[config.mk]
export PLATFORM = sky130hd
export DESIGN_NAME = quad_encoder_counter
export DESIGN_NICKNAME = d
export VERILOG_FILES = /design/src/rtl/quad_encoder_counter.sv
export SDC_FILE = /design/constraint.sdc
export NUM_CORES = 1
export LEC_CHECK = 0
export ABC_AREA = 1
export BUFFER_PORTS_ARGS = -buffer_cell sky130_fd_sc_hd__buf_4
export CAP_MARGIN = 30
export CORE_MARGIN = 4
export CORE_UTILIZATION = 45
export DETAILED_ROUTE_END_ITERATION = 8
export PLACE_DENSITY = 0.73
export SLEW_MARGIN = 30
export SYNTH_ARGS = -nofsm -noshare
export SYNTH_HDL_FRONTEND = slang
export SYNTH_SLANG_ARGS = --single-unit
[constraint.sdc]
create_clock -name clk -period 4.2 [get_ports clk]
set_input_delay 0.63 -clock clk [delete_from_list [all_inputs] [get_ports clk]]
set_output_delay 0.63 -clock clk [all_outputs]
set_load 0.01 [all_outputs]
[src/rtl/quad_encoder_counter.sv]
// Quadrature encoder front end: 2-flop sync, per-channel debounce, A-rise detent decode, value counter.
// Define ENC_SATURATE_EN to clamp the counter at 0 and 2^WIDTH-1 instead of wrapping.
module quad_encoder_counter #(
    parameter int unsigned WIDTH           = 8,
    parameter int unsigned DEBOUNCE_CYCLES = 16,
    parameter int unsigned STEP            = 1,
    parameter int unsigned RESET_VALUE     = 0
) (
    input  logic             clk,
    input  logic             reset,
    input  logic             enc_a,
    input  logic             enc_b,
    output logic [WIDTH-1:0] value,
    output logic             up_pulse,
    output logic             down_pulse,
    output logic             a_db,
    output logic             b_db
);

    localparam int unsigned       CNT_W    = $clog2(DEBOUNCE_CYCLES + 1);
    localparam logic [CNT_W-1:0]  CNT_LAST = CNT_W'(DEBOUNCE_CYCLES - 1);
    localparam logic [WIDTH-1:0]  STEP_V   = WIDTH'(STEP);
    localparam logic [WIDTH-1:0]  RESET_V  = WIDTH'(RESET_VALUE);

    // Bit 0 is channel A, bit 1 is channel B.
    logic [1:0]       raw;
    logic [1:0]       s1;
    logic [1:0]       s2;
    logic [1:0]       db;
    logic [CNT_W-1:0] cnt [2];
    logic             a_db_q;

    logic             detent_c;
    logic [WIDTH-1:0] inc_c;
    logic [WIDTH-1:0] dec_c;

    assign raw  = {enc_b, enc_a};
    assign a_db = db[0];
    assign b_db = db[1];

    // Synchronise, then require CNT_LAST+1 consecutive disagreeing samples before db follows.
    always_ff @(posedge clk) begin
        if (reset) begin
            s1 <= '0;
            s2 <= '0;
            db <= '0;
            for (int i = 0; i < 2; i++) begin
                cnt[i] <= '0;
            end
        end else begin
            s1 <= raw;
            s2 <= s1;
            for (int i = 0; i < 2; i++) begin
                if (s2[i] == db[i]) begin
                    cnt[i] <= '0;
                end else if (cnt[i] == CNT_LAST) begin
                    db[i]  <= s2[i];
                    cnt[i] <= '0;
                end else begin
                    cnt[i] <= cnt[i] + CNT_W'(1);
                end
            end
        end
    end

    // A detent is a debounced rising edge of A; B level at that cycle gives direction.
    assign detent_c = db[0] & ~a_db_q;

`ifdef ENC_SATURATE_EN
    logic [WIDTH:0] sum_ext_c;

    always_comb begin
        sum_ext_c = {1'b0, value} + {1'b0, STEP_V};
        inc_c     = sum_ext_c[WIDTH] ? '1 : sum_ext_c[WIDTH-1:0];
        dec_c     = (value < STEP_V) ? '0 : (value - STEP_V);
    end
`else
    always_comb begin
        inc_c = value + STEP_V;
        dec_c = value - STEP_V;
    end
`endif

    always_ff @(posedge clk) begin
        if (reset) begin
            a_db_q     <= 1'b0;
            value      <= RESET_V;
            up_pulse   <= 1'b0;
            down_pulse <= 1'b0;
        end else begin
            a_db_q     <= db[0];
            up_pulse   <= detent_c & ~db[1];
            down_pulse <= detent_c &  db[1];
            if (detent_c) begin
                value <= db[1] ? dec_c : inc_c;
            end
        end
    end

endmodule

==> impl_metrics.toml <==
[clock_network]
path_clk_slew_ns = 0.14
cts_sinks = 27
clk_latency_ns = 0.33
clk_path_buf_depth = 2
cts_buffers = 3
cts_setup_buffers = 0
cts.htree.levels = 1
cts_root_buf = "clkbuf_4"
cts_resized = 0
cts_tree = "yes"
ctsHoldBuffers = 0

[route]
wirelength_um = 2430
via_per_inst = 4.94
drt_pass1_iterations = 4
vias = 1121
routedWlPerCell_um = 10.7
drt_iter0_markers = 57
ant_nets = 0
drc_errors = 0

[floorplan]
core_area_um2 = 2850
die_w_um = 63.6
dieHeight_um = 63.6
die_area_um2 = 4040
start_util_pct = 48.7
ioPinCount = 16
rows = 19

[critical_path]
critPathMaxFanout = 13
arrival_ns = 2.15
worst_setup_path_end_kind = "flip-flop"
cp.required_ns = 4.45
worstSetupStartpointType = "flip-flop"
criticalPathCategory = "flip-flop to flip-flop"

[finish]
layout.nets = 212
layout.cells.non_filler = 227
fillers = 272
syn_to_final_growth_pct = 14.0
drive_above_1_share_pct = 11.2
diodes = 0
layout_common_cells = "inv_1, nand2_1, nor2_1"
fin_util_pct = 55.5
layout_commonest_cell = "inv_1"

[global_route]
grt_max_degree = 16
grt_antenna_before_repair = 0
overflow = 0
grt_pass1_vias = 1038
grt_pass1_wl_um = 4310
grt.total_usage_pct = 13.2

[sta]
finalHoldViolCount = 0
maxSlewViolCount = 0
rsz0062_at_grt = "false"
whs_ns = 0.419
setup_viol = 0
slew_headroom_pct = 63.2
finalClockSkew_ns = 0.00320
worstMarginPinSlew_ns = 0.551
max_freq_mhz = 526
layout_min_cycle_time_ns = 1.90
final.setup.tns_ns = 0
finalCritPeriodShare_pct = 45.2

[logic_synthesis]
ys_types = 25
synth_ff_type = "dfxtp_1"
ys.warnings.count = 0
synth_area_um2 = 1390
ys_seq_elements = 27
synth_sequential_area_ratio_pct = 46.1
syn_avg_cell_area_um2 = 8.18
async_flop_share_pct = 0
synthesis.instances = 170
synth_edf_count = 10
synthTopCellsByArea = "dfxtp_1, edfxtp_1, ha_1"
yosysTopAreaCell = "dfxtp_1"
yosys.area.top_type_share_pct = 24.5

[min_path]
hold_class = "flip-flop to flip-flop"

[placed_design]
port_buffers = 15
gp_congestion = 0.828
placed_cells = 223
dpl.hpwl_um = 1880

[pwr]
leakage_uw = 0.000761
peakVddDrop_mv = 0.125
power_density_nw_per_um2 = 264

[job]
drv_cap = 0

[status]
run_status = "finished, final reports clean"
[sequential cells by signal, indices dropped and copies added (netlist names)]
signal,flops
cnt,10
value,8
db,2
s1,2
s2,2
a_db_q,1
down_pulse,1
up_pulse,1
[power by group]
group	internal, uW	leakage (uW)	switching (uW)
Sequential	278	0.000241	4.74
Combinational	8.55	0.000502	13.2
Clock	35.8	0.0000177	77.3
Total	323	0.000761	95.3
[worst max-delay path, cell delays in order, from the launching register on]
cell and delay (ns):
dfxtp_1 0.63, inv_1 0.14, fa_1 0.43, inv_1 0.08, nand2_1 0.05, nand2_1 0.07, and2_4 0.14, or2_0 0.09
nand3_1 0.06, nand2_1 0.09, inv_1 0.03
[through the flow]
| stage | power, uW | instance area [um2] | setup slack, ns |
|---|---|---|---|
| final | 418 | 1580 | 2.30 |
| after global routing | 443 | 1580 | 2.07 |
| after CTS | 425 | 1580 | 2.29 |
| after detailed placement | 311 | 1560 | 2.32 |
| after global placement | 309 | 1560 | 2.43 |
| after floorplan | 303 | 1420 | 2.51 |
[per-layer routing]
metal	track usage [%]	up-vias	share of wire, %
met3	2.31	5	3.0
met1	16.5	511	48
met2	21.9	14	47
met5	0	-	0
li1	-	591	-
met4	6.47	0	2.0
[cell type report]
cell class	instances	area, um2	share of cell area [%]
clock buffer	3	22.5	1.42
clock inverter	1	5.00	0.316
inverter	30	113	7.11
multi-input combinational	120	652	41.2
sequential	27	641	40.4
tap	31	38.8	2.45
timing repair buffer	15	113	7.11
[worst paths after layout]
| kind | slack [ns] | cells past startpoint | start | to |
|---|---|---|---|---|
| max | 2.30 | 10 | db[1] | value[4] |
| min | 0.42 | 2 | s1[1] | s2[1] |
| max reg2reg | 2.30 | 10 | db[1] | value[4] |
| min reg2reg | 0.42 | 2 | s1[1] | s2[1] |
[cell families after synthesis]
logic type | after synthesis | synth area share, %
AOI/OAI and AO/OA | 21 | 8.10
xor gates and xnor gates | 2 | 1.26
adders and majority gates | 11 | 10.4
buffers and inverters | 32 | 9.45
DFF | 27 | 46.1
other | 1 | 0.270
and+or+nand+nor | 76 | 24.4
[synthesized netlist by cell type, types with 2 or more instances]
| library cell | number |
|---|---|
| edfxtp_1 | 10 |
| inv_1 | 30 |
| a21oi_1 | 12 |
| o211ai_1 | 3 |
| nor2_1 | 26 |
| nand3_1 | 10 |
| nor3b_1 | 2 |
| o21ai_0 | 6 |
| nor3_1 | 2 |
| ha_1 | 10 |
| dfxtp_1 | 17 |
| nand4_1 | 2 |
| nand2_1 | 26 |
| nand3b_1 | 3 |
Power figures use the tool's default switching activity.
